File: config.mk
export PLATFORM = sky130hd
export DESIGN_NAME = vram_write_scheduler
export DESIGN_NICKNAME = d
export VERILOG_FILES = /design/src/rtl/vram_write_scheduler.sv
export SDC_FILE = /design/constraint.sdc
export NUM_CORES = 1
export LEC_CHECK = 0
export CAP_MARGIN = 20
export CELL_PAD_IN_SITES_DETAIL_PLACEMENT = 0
export CELL_PAD_IN_SITES_GLOBAL_PLACEMENT = 2
export CORE_MARGIN = 3
export CORE_UTILIZATION = 22
export CTS_CLUSTER_SIZE = 28
export DETAILED_ROUTE_END_ITERATION = 8
export GPL_TIMING_DRIVEN = 0
export PLACE_DENSITY_LB_ADDON = 0.1
export SLEW_MARGIN = 10
export SYNTH_ARGS = -nofsm -noshare
export SYNTH_HDL_FRONTEND = slang
export SYNTH_SLANG_ARGS = --single-unit
File: constraint.sdc
create_clock -name clk -period 1.7 [get_ports clk]
set_clock_uncertainty 0.05 [all_clocks]
set_input_delay 0.17 -clock clk [delete_from_list [all_inputs] [get_ports clk]]
set_output_delay 0.17 -clock clk [all_outputs]
set_load 0.05 [all_outputs]
File: src/rtl/vram_write_scheduler.sv
// vram_write_scheduler: drains the VRAM write FIFO into the SRAM controller, yielding to display fetch at idle boundaries
module vram_write_scheduler #(
    parameter int DATA_WIDTH     = 16,
    parameter int ADDRESS_WIDTH  = 16,
    parameter int TIMEOUT_CYCLES = 64,
    parameter int COUNT_WIDTH    = 16
) (
    input  logic                     clk,
    input  logic                     reset,
    input  logic                     fifo_empty,
    input  logic [ADDRESS_WIDTH-1:0] fifo_read_address,
    input  logic [DATA_WIDTH-1:0]    fifo_read_data,
    output logic                     fifo_read_request,
    input  logic                     display_request,
    output logic                     display_grant,
    output logic                     ram_request,
    output logic                     ram_write_enable,
    output logic [ADDRESS_WIDTH-1:0] ram_address,
    output logic [DATA_WIDTH-1:0]    ram_data,
    input  logic                     ram_done,
    output logic [COUNT_WIDTH-1:0]   write_count,
    output logic                     timeout_error
);
    localparam int TW = $clog2(TIMEOUT_CYCLES);
    localparam logic [TW-1:0] TMO_LAST = TW'(TIMEOUT_CYCLES - 1);
    typedef enum logic [1:0] {IDLE, WRITE, RECOVER, DISPLAY} state_t;
    state_t                   state_q, state_d;
    logic [TW-1:0]            tmo_q, tmo_d;
    logic [ADDRESS_WIDTH-1:0] addr_q, addr_d;
    logic [DATA_WIDTH-1:0]    data_q, data_d;
    logic [COUNT_WIDTH-1:0]   count_q, count_d;
    logic                     req_q, req_d;
    logic                     grant_q, grant_d;
    logic                     err_q, err_d;
    assign fifo_read_request = state_q == IDLE && !display_request && !fifo_empty && !reset;
    always_comb begin
        state_d = state_q;
        tmo_d   = tmo_q;
        addr_d  = addr_q;
        data_d  = data_q;
        count_d = count_q;
        req_d   = req_q;
        grant_d = grant_q;
        err_d   = err_q;
        case (state_q)
            IDLE: begin
                if (display_request) begin
                    state_d = DISPLAY;
                    grant_d = 1'b1;
                end else if (!fifo_empty) begin
                    state_d = WRITE;
                    req_d   = 1'b1;
                    tmo_d   = '0;
                    addr_d  = fifo_read_address;
                    data_d  = fifo_read_data;
                end
            end
            WRITE: begin
                // a completion on the last allowed cycle still counts as a successful write
                if (ram_done) begin
                    state_d = RECOVER;
                    req_d   = 1'b0;
                    count_d = count_q + 1'b1;
                end else if (tmo_q == TMO_LAST) begin
                    state_d = RECOVER;
                    req_d   = 1'b0;
                    err_d   = 1'b1;
                end else begin
                    tmo_d = tmo_q + 1'b1;
                end
            end
            RECOVER: state_d = IDLE;
            DISPLAY: begin
                if (!display_request) begin
                    state_d = IDLE;
                    grant_d = 1'b0;
                end
            end
            default: state_d = IDLE;
        endcase
    end
    always_ff @(posedge clk) begin
        if (reset) begin
            state_q <= IDLE;
            tmo_q   <= '0;
            addr_q  <= '0;
            data_q  <= '0;
            count_q <= '0;
            req_q   <= 1'b0;
            grant_q <= 1'b0;
            err_q   <= 1'b0;
        end else begin
            state_q <= state_d;
            tmo_q   <= tmo_d;
            addr_q  <= addr_d;
            data_q  <= data_d;
            count_q <= count_d;
            req_q   <= req_d;
            grant_q <= grant_d;
            err_q   <= err_d;
        end
    end
    assign ram_request      = req_q;
    assign ram_write_enable = req_q;
    assign ram_address      = addr_q;
    assign ram_data         = data_q;
    assign write_count      = count_q;
    assign display_grant    = grant_q;
    assign timeout_error    = err_q;
endmodule
==> out/qor.csv <==
metric,value,unit
CTS tree,built,
hold slack,211,ps
PD cells,889,nW/µm²
Sw Pwr,0.961,mW
RSZ-0062 raised after global routing,yes,
Avg WL per Cell,13.4,µm
reg2reg end,write_count[15],
Routed Antenna Nets,0,
final max-slew violation count,0,
Hold Path Class,in2reg,
maximum clock rate,544,MHz
Port Buffer Count,88,
Setup TNS Final,-253,ps
clock share of power,40.1,%
Max-Cap Viols,0,
yosys warns,0,
worst path required time,1480,ps
drt first pass iters,4,
failing checks,negative setup slack,
Pint,2.45,mW
clk sinks,59,
Area Overhead vs Synth,63.4,%
Yosys top cell by area,dfxtp_1,
CP Max Fanout,4,
Slew headroom,59.1,%
Netlist cell types,38,
Total Routing Usage GR,12.2,%
clock slew at reported path FFs,80,ps
CTS root buf,clkbuf_8,
worst vdd ir,0.000300,V
final hold violation count,0,
Final GP Congestion,0.750,
vias,2334,
GRT overflow,0,
Die Y,109,µm
DRT Wirelength,7180,µm
post-synthesis sequential area ratio,50.3,%
Post-DP HPWL,5040,µm
Clock H-tree levels,3,
synthesized instance count,286,
die area,11900,µm²
die width,109,µm
core area,10400,µm²
largest net degree at the start of global routing,11,
Crit Path Category,reg2out,
Flop pwr share,43.0,%
vias per cell,4.35,
startpoint types,flop,
initial antenna violation count,0,
worst slew pin tran,613,ps
Std-Cell Rows,37,
CP arrival,1620,ps
NumNets Final,435,
IO Pins,90,
CP Capture Type,output port,
Reg2Reg Launch Point,state_q[0],
Synth top area share,50.3,%
final setup violation count,3,
Pleak,1.58,nW
initial core utilization,22.6,%
worst-skew pair later-pin latency,330,ps
synthesis-stage register bit count,59,
vias in the first global route,2215,
Syn Nets,325,
sw frac,28.2,%
CTS max path bufs,2,
total CTS buffers,9,
final worst slack,-140,ps
Gate power share,16.9,%
Worst Setup EP,fifo_read_request,
Antenna diodes,0,
Avg Synthesized Cell Area,8.21,µm²
Final Cycle Share,108,%
Tmin final,1840,ps
area of the mapped netlist,2350,µm²
CTS Hold Bufs,0,
drt drc,0,
R2R depth,6,
first-pass GRT wire length,11300,µm
share of cells above drive strength 1,16.0,%
number of DRC markers in iteration 0,46,
reg2reg setup slack,-60,ps
Critical path origin,state_q[0],
leading post-synthesis cells by cell area,"dfxtp_1 50%, nand2_1 11%, a21oi_1 9.4%, nor2_1 2.7%, nand3_1 2.3%",
outcome,"finished, violations left",
"Power, Total",3.41,mW
synth_stat cells:
| cell type | number |
|---|---|
| a21oi_1 | 44 |
| a31oi_1 | 2 |
| a32oi_1 | 1 |
| and2_1 | 3 |
| and3_1 | 2 |
| and4_1 | 1 |
| and4b_1 | 1 |
| buf_2 | 1 |
| buf_4 | 1 |
| clkbuf_1 | 14 |
| dfxtp_1 | 59 |
| ha_1 | 2 |
| inv_1 | 5 |
| mux2_2 | 1 |
| mux2i_1 | 1 |
| nand2_1 | 71 |
| nand3_1 | 11 |
| nand3b_1 | 3 |
| nand4_1 | 4 |
| nand4b_1 | 1 |
| nand4b_2 | 1 |
| nor2_1 | 17 |
| nor2b_1 | 2 |
| nor3_1 | 3 |
| nor3b_1 | 1 |
| nor4_1 | 3 |
| o211ai_1 | 1 |
| o21a_1 | 1 |
| o21ai_0 | 3 |
| o21ai_1 | 1 |
| o21bai_1 | 1 |
| o31ai_1 | 5 |
| or2b_1 | 1 |
| or3_1 | 3 |
| or3_4 | 1 |
| or4_1 | 5 |
| xnor2_1 | 5 |
| xor2_1 | 4 |
worst min-delay path by stage:
stage / startpoint / to / slack (ps) / cells past startpoint
2_1_floorplan: fifo_read_address[0] / ram_address[0] / 260 / 2
3_3_place_gp: ram_address[6] / ram_address[6] / 390 / 2
3_5_place_dp: ram_data[0] / ram_data[0] / 400 / 2
4_1_cts: reset / state_q[1] / 200 / 3
5_1_grt: reset / state_q[1] / 230 / 3
6_report: reset / state_q[1] / 210 / 3
power by group through the flow:
stage                     logic [mW]  clock network (mW)  registers, mW
after detailed placement       0.547                   0           1.50
final                          0.576                1.37           1.47
after CTS                      0.538                1.43           1.47
after floorplan                0.156                   0           1.65
after global routing           0.620                1.49           1.47
after global placement         0.549                   0           1.50
what timing repair did:
action,CTS,global route
pin swaps,6,3
resized for setup,74,34
setup buffers,5,5
setup endpoints to repair,95,32
flip-flops by register name (all words and copies together) (netlist names):
name and count:
ram_data 16, ram_request 1, timeout_error 1, tmo_q 6
state_q 2, write_count 16, display_grant 1, ram_address 16
cells by family after synthesis:
| kind of cell | synth area share [%] |
|---|---|
| AO/OA/AOI/OAI | 13.7 |
| XOR/XNOR | 3.36 |
| buffers and inverters | 3.57 |
| flip-flops | 50.3 |
| AND/OR/NAND/NOR | 27.1 |
| multiplexers | 0.906 |
| adder cells (fa/ha/maj) | 1.07 |
worst max-delay path: stages (launching register included):
cell and delay (ps):
dfxtp_4 360, or4_4 530, clkbuf_16 170, nor2_4 80, buf_8 150
area by class of cell:
type | count | area, µm²
clock buffer | 12 | 165
tap | 136 | 170
buffer | 16 | 126
fill | 1134 | 6530
inverter | 5 | 18.8
multi-input combinational | 206 | 1180
timing repair buffer | 99 | 911
sequential | 59 | 1220
clock inverter | 4 | 47.5
routing by layer:
metal	up-vias	global-route usage (%)	wire length (µm)
met5	-	0	0
met4	0	5.43	117
met3	10	4.58	488
met2	60	18.2	3290
met1	1069	15.8	3280
li1	1195	-	-
through the flow:
step	std cells	setup WS (ps)	utilization, %	area (µm²)
2_1_floorplan	286	-44.2	-	2410
3_3_place_gp	510	-1000	33.4	3470
3_5_place_dp	511	-986	33.5	3470
4_1_cts	532	-199	35.8	3710
5_1_grt	537	-191	37.0	3840
6_report	537	-140	37.0	3840
cell usage in the layout, fill, tap and decap left out, types with 5 or more instances in the layout:
master / n
inv_1: 5
nand3_1: 10
dfxtp_1: 47
xnor2_1: 5
dlygate4sd2_1: 52
nor2_1: 16
dfxtp_4: 8
clkbuf_1: 8
clkdlybuf4s50_1: 34
buf_6: 5
a21oi_1: 41
o31ai_1: 5
nand2_1: 71
clkbuf_8: 12
buf_4: 9
No activity file was read; power rests on OpenSTA's default activity.
